[config.mk]
export PLATFORM = sky130hd
export DESIGN_NAME = sram_rmw_ctrl
export DESIGN_NICKNAME = d
export VERILOG_FILES = /design/src/rtl/sram_rmw_pkg.sv /design/src/rtl/sram_byte_merge.sv /design/src/rtl/sram_rmw_ctrl.sv
export SDC_FILE = /design/constraint.sdc
export NUM_CORES = 1
export LEC_CHECK = 0
export ABC_AREA = 0
export ABC_CLOCK_PERIOD_IN_PS = 1650
export CAP_MARGIN = 0
export CORE_ASPECT_RATIO = 0.6
export CORE_MARGIN = 10
export CORE_UTILIZATION = 38
export CTS_BUF_LIST = sky130_fd_sc_hd__clkbuf_16
export DETAILED_ROUTE_END_ITERATION = 12
export PLACE_DENSITY = 0.89
export SYNTH_ARGS = -nofsm -noshare
export SYNTH_HDL_FRONTEND = slang
export SYNTH_HIERARCHICAL = 1
export SYNTH_SLANG_ARGS = --single-unit
[constraint.sdc]
create_clock -name clk_i -period 1.65 [get_ports clk_i]
set_input_delay 0.2475 -clock clk_i [delete_from_list [all_inputs] [get_ports clk_i]]
set_output_delay 0.2475 -clock clk_i [all_outputs]
set_load 0.1 [all_outputs]
[src/rtl/sram_rmw_pkg.sv]
// Shared types and parity helpers for the SRAM read-modify-write controller.
// The helpers work on a fixed maximum width; callers size-cast in and out.
package sram_rmw_pkg;

    typedef enum logic {
        StIdle  = 1'b0,
        StMerge = 1'b1
    } state_e;

    localparam int MaxDw = 512;
    localparam int MaxNb = MaxDw / 8;

    // Even parity: the stored bit makes the XOR of byte plus parity zero.
    function automatic logic [MaxNb-1:0] parity_gen(input logic [MaxDw-1:0] data);
        logic [MaxNb-1:0] par;
        par = '0;
        for (int i = 0; i < MaxNb; i++) begin
            par[i] = ^data[8*i +: 8];
        end
        return par;
    endfunction

    function automatic logic [MaxNb-1:0] parity_chk(input logic [MaxDw-1:0] data,
                                                    input logic [MaxNb-1:0] par);
        return parity_gen(data) ^ par;
    endfunction

endpackage

[src/rtl/sram_byte_merge.sv]
// Byte-wise merge of new write data over old macro data, with regenerated parity.
module sram_byte_merge
    import sram_rmw_pkg::*;
#(
    parameter int SramDw = 32,
    localparam int NB    = SramDw / 8
) (
    input  logic [SramDw-1:0] old_data,
    input  logic [SramDw-1:0] new_data,
    input  logic [NB-1:0]     be,
    output logic [SramDw-1:0] merged,
    output logic [NB-1:0]     merged_par
);

    for (genvar i = 0; i < NB; i++) begin : g_byte
        assign merged[8*i +: 8] = be[i] ? new_data[8*i +: 8] : old_data[8*i +: 8];
    end

    assign merged_par = NB'(parity_gen(MaxDw'(merged)));

endmodule

[src/rtl/sram_rmw_ctrl.sv]
// Adapter-to-macro bridge: reads and full writes pass through in one cycle,
// partial writes become a pre-read plus a merged write-back. Per-byte even parity.
module sram_rmw_ctrl
    import sram_rmw_pkg::*;
#(
    parameter int SramAw   = 12,
    parameter int SramDw   = 32,
    parameter bit ParityEn = 1'b1,
    localparam int NB      = SramDw / 8,
    localparam int MW      = SramDw + NB
) (
    input  logic              clk_i,
    input  logic              rst_ni,
    input  logic              req_i,
    output logic              gnt_o,
    input  logic              we_i,
    input  logic [SramAw-1:0] addr_i,
    input  logic [SramDw-1:0] wdata_i,
    input  logic [SramDw-1:0] wmask_i,
    output logic [SramDw-1:0] rdata_o,
    output logic              rvalid_o,
    output logic [1:0]        rerror_o,
    output logic              mem_req_o,
    output logic              mem_we_o,
    output logic [SramAw-1:0] mem_addr_o,
    output logic [MW-1:0]     mem_wdata_o,
    input  logic [MW-1:0]     mem_rdata_i,
    output logic              rmw_err_o
);

    typedef struct packed {
        logic [SramAw-1:0] addr;
        logic [SramDw-1:0] wdata;
        logic [NB-1:0]     be;
    } rmw_req_t;

    state_e   state_q;
    rmw_req_t cap_q;
    logic     rvalid_q;

    logic [NB-1:0]     be;
    logic              unused_wmask;
    logic              wr_full, wr_null;
    logic              acc, rd_fire, wr_fire, rmw_fire, merging;
    logic [SramDw-1:0] rd_data;
    logic [NB-1:0]     rd_par, rd_mis;
    logic [NB-1:0]     wr_par;
    logic [SramDw-1:0] mrg_data;
    logic [NB-1:0]     mrg_par;

    // Only bit 0 of each byte lane of the mask carries meaning.
    for (genvar i = 0; i < NB; i++) begin : g_be
        assign be[i] = wmask_i[8*i];
    end
    assign unused_wmask = ^wmask_i;

    assign wr_full = &be;
    assign wr_null = ~|be;

    assign gnt_o    = rst_ni & (state_q == StIdle);
    assign acc      = gnt_o & req_i;
    assign rd_fire  = acc & ~we_i;
    assign wr_fire  = acc & we_i & wr_full;
    assign rmw_fire = acc & we_i & ~wr_full & ~wr_null;
    assign merging  = rst_ni & (state_q == StMerge);

    assign rd_data = mem_rdata_i[SramDw-1:0];
    assign rd_par  = mem_rdata_i[MW-1:SramDw];
    assign rd_mis  = {NB{ParityEn}} & NB'(parity_chk(MaxDw'(rd_data), MaxNb'(rd_par)));
    assign wr_par  = {NB{ParityEn}} & NB'(parity_gen(MaxDw'(wdata_i)));

    sram_byte_merge #(
        .SramDw (SramDw)
    ) u_merge (
        .old_data   (rd_data),
        .new_data   (cap_q.wdata),
        .be         (cap_q.be),
        .merged     (mrg_data),
        .merged_par (mrg_par)
    );

    // Macro port is combinational so reads and full writes cost no extra cycle.
    always_comb begin
        mem_req_o   = rd_fire | wr_fire | rmw_fire | merging;
        mem_we_o    = wr_fire | merging;
        mem_addr_o  = addr_i;
        mem_wdata_o = {wr_par, wdata_i};
        if (merging) begin
            mem_addr_o  = cap_q.addr;
            mem_wdata_o = {{NB{ParityEn}} & mrg_par, mrg_data};
        end
    end

    // Errors on bytes being overwritten are harmless; only kept bytes count.
    assign rmw_err_o = merging & |(rd_mis & ~cap_q.be);

    // Macro data lands one cycle after the read, aligned with the registered valid.
    assign rvalid_o = rvalid_q;
    assign rdata_o  = rvalid_q ? rd_data : '0;
    assign rerror_o = {rvalid_q & |rd_mis, 1'b0};

    always_ff @(posedge clk_i) begin
        if (!rst_ni) begin
            state_q  <= StIdle;
            cap_q    <= '0;
            rvalid_q <= 1'b0;
        end else begin
            rvalid_q <= rd_fire;
            case (state_q)
                StIdle: begin
                    if (rmw_fire) begin
                        cap_q   <= '{addr: addr_i, wdata: wdata_i, be: be};
                        state_q <= StMerge;
                    end
                end
                StMerge: state_q <= StIdle;
                default: state_q <= StIdle;
            endcase
        end
    end

endmodule

==> impl_metrics.ini <==
[floorplan]
coreArea_um2 = 10700
die_h_um = 102
std_cell_rows = 29
die_w_um = 156
initial_core_util_pct = 39.4
dieArea_um2 = 15900
io_pins = 203

[flow_run]
drv_cap = 0

[synthesis]
yosysSeqAreaShare_pct = 23.7
synth_cell_types = 33
ys_top_cells_by_area = dfxtp_1 (24%), mux2_2 (18%), nand2_1 (8.7%), xnor2_1 (8.3%), a21boi_1 (6.9%)
yosysTopAreaCellShare_pct = 23.7
ys_ff_latch = 50
synth_largest_area_cell = dfxtp_1
synth.cell_area_um2 = 4220
yosysWarningCount = 6
syn_inst = 458
syn_area_per_cell_um2 = 9.22
syn-num-nets = 574

[global_route]
grt_pass1_vias = 5081
gr-usage-all-layers_pct = 22.9
grt_pass1_wl_um = 28900
grt.overflow.total = 0
antenna_found_initial = 0
grt_max_degree = 31

[status]
status = finished, violations left
failed_checks = setup timing

[placement]
hpwl_um = 13400
place.gp.congestion = 0.884
port_buffers = 173
dpl.cell_count = 847
pre_cts_ws_ns = -0.872

[sta]
finalMaxSlewViolations = 0
tns_ns = -14.92
setup_viol = 51
rsz0062_at_grt = yes
hold_viol = 0
final.setup.worst_slack_ns = -0.691
skew_ns = 0.00461
period_needed_ns = 2.34
max_freq_ghz = 0.427
period_share_pct = 142

[cts]
cts.hold.buffers_added = 0
cts_num_sinks = 50
root_buffer = clkbuf_16
cts_buffer_depth = 2
numCtsBuffers = 5
cts_tree = built
worstSkewPairLatency_ns = 0.30
path_clk_slew_ns = 0.07
h-tree-depth = 2

[power]
cellLeakagePower_nw = 4.25
peakVddDrop_uv = 574
power_mw = 6.40
powerDensity_nw_per_um2 = 692

[route]
wirelength_um = 20900
drtIter0Drc = 262
vias_per_cell = 5.31
drtAntennaViolNets = 0
drc_errors = 0
dr_total_vias = 4775
wire_per_inst_um = 23.2
first_pass_iters = 7

[worst_setup_path]
worstPathMaxFanout = 3
worstSetupEndpointType = output pin
r2r-start = state_q$_SDFF_PP0_
reg2reg_to = cap_q[10]$_SDFFE_PN0P_
r2r_cells = 6
crit_path_start_kind = flip-flop
worstPathRequired_ns = 1.40
arrival_ns = 2.09
r2r_slack_ns = 0.03
critical_path_class = reg2out

[min_path]
hold_depth = 4
min_from = wmask_i[24]
min_to = cap_q[3]$_SDFFE_PN0P_
hold_class = in2reg

[cells_and_area]
fin_cells = 900
diodes = 0
drive_gt1_share_pct = 58.9
fin_nets = 876
fillers = 521
syn_to_final_growth_pct = 119
[routing by layer]
layer | part of all wire (%) | vias up | track usage, % | wire [um]
li1 | - | 2124 | - | -
met3 | 8.2 | 40 | 7.07 | 1720
met4 | 1.9 | 0 | 4.70 | 387
met1 | 39 | 2375 | 26.3 | 8140
met2 | 51 | 236 | 41.4 | 10600
met5 | 0 | - | 0 | 0
[per-stage QoR]
| stage | hold slack, ns | area (um^2) | util (%) |
|---|---|---|---|
| floorplan | 0.328 | 4460 | - |
| global placement | 0.439 | 7860 | 73.4 |
| detailed placement | 0.451 | 7860 | 73.4 |
| CTS | 0.382 | 8770 | 81.9 |
| global route | 0.356 | 9250 | 86.4 |
| finish | 0.321 | 9250 | 86.4 |
[sequential cells by signal, summed over array words and instances (netlist names)]
register and cells:
cap_q 48, rvalid_o 1, state_q 1
[area by class of cell]
cell class                      instances  area [um^2]  area share (%)
Inverter                                2         12.5           0.135
Timing Repair Buffer                  323         4100            44.3
Tap cell                              139          174            1.88
Multi-Input combinational cell        378         3760            40.6
Clock buffer                            5          125            1.35
Clock inverter                          3         63.8           0.690
Sequential cell                        50         1020            11.0
[how the worst max path moves through the flow]
stage	startpoint	endpoint	slack, ns	depth (start not counted)
after floorplan	cap_q[1]$_SDFFE_PN0P_	mem_wdata_o[33]	-0.46	6
after global placement	mem_rdata_i[2]	rerror_o[1]	-0.85	6
after detailed placement	mem_rdata_i[1]	rerror_o[1]	-0.87	6
after CTS	cap_q[1]$_SDFFE_PN0P_	mem_wdata_o[33]	-0.69	7
after global routing	cap_q[2]$_SDFFE_PN0P_	mem_wdata_o[34]	-0.73	7
final	cap_q[2]$_SDFFE_PN0P_	mem_wdata_o[34]	-0.69	7
[critical path, cell delays in order (launching register included)]
cell,delay (ns)
dfxtp_4,0.38
buf_6,0.11
mux2_4,0.32
xor2_2,0.16
xnor3_1,0.44
nor2_2,0.16
a21oi_4,0.05
buf_12,0.17
[synth_stat cells]
cell type and n:
or3_1 1, buf_2 1, nand3_1 9, xor2_1 28
clkbuf_1 13, nor4_1 1, nor2_1 8, mux2_4 8
inv_1 1, buf_6 10, conb_1 1, nand2b_1 1
dfxtp_1 50, a21oi_1 4, xnor2_1 40, xnor3_1 12
nor3b_1 1, and4_1 1, a41oi_1 1, and2_1 32
a21boi_1 39, clkinv_4 1, xor2_2 4, buf_4 1
or4_1 1, mux2i_1 12, nor2b_1 5, nand2_1 98
a31oi_1 1, mux2_2 68, buf_1 2, o41a_1 1
buf_8 2
[cells in the final DEF, fill, tap and decap left out, types with 9 or more instances in the layout]
| master | synthesis | layout |
|---|---|---|
| a21boi_1 | 39 | 36 |
| mux2_4 | 8 | 74 |
| dlygate4sd2_1 | 0 | 11 |
| xor2_1 | 28 | 19 |
| buf_12 | 0 | 101 |
| buf_6 | 10 | 41 |
| and2_4 | 0 | 29 |
| clkbuf_2 | 0 | 17 |
| nand2_1 | 98 | 95 |
| clkdlybuf4s50_1 | 0 | 44 |
| xnor2_1 | 40 | 32 |
| xor2_2 | 4 | 13 |
| clkbuf_16 | 0 | 9 |
| nand3_1 | 9 | 9 |
| buf_4 | 1 | 86 |
| dfxtp_1 | 50 | 43 |
[power by group]
group | leakage [nW] | total [mW] | internal (mW) | switching [mW]
clock network | 0.0915 | 1.36 | 0.865 | 0.497
registers | 0.411 | 1.29 | 1.25 | 0.0385
logic | 3.75 | 3.75 | 1.72 | 2.03
total | 4.25 | 6.40 | 3.83 | 2.56
[what timing repair did]
action,4_1_cts,5_1_grt
gates cloned,5,5
resized for setup,159,143
setup endpoints to repair,101,99
hold endpoints to repair,0,0
pin swaps,31,35
setup buffers,23,28
[cells by family (layout without fill, tap and decap cells)]
group / count (synthesis) / after routing / synth area share [%]
multiplexers: 88 / 88 / 23.8
AO/OA/AOI/OAI: 46 / 46 / 8.03
other: 1 / 1 / 0.0888
XOR/XNOR: 84 / 84 / 22.1
AND/OR/NAND/NOR: 158 / 159 / 17.0
flip-flops: 50 / 50 / 23.7
buffers and inverters: 31 / 333 / 5.31
(Power assumes the default switching activity.)
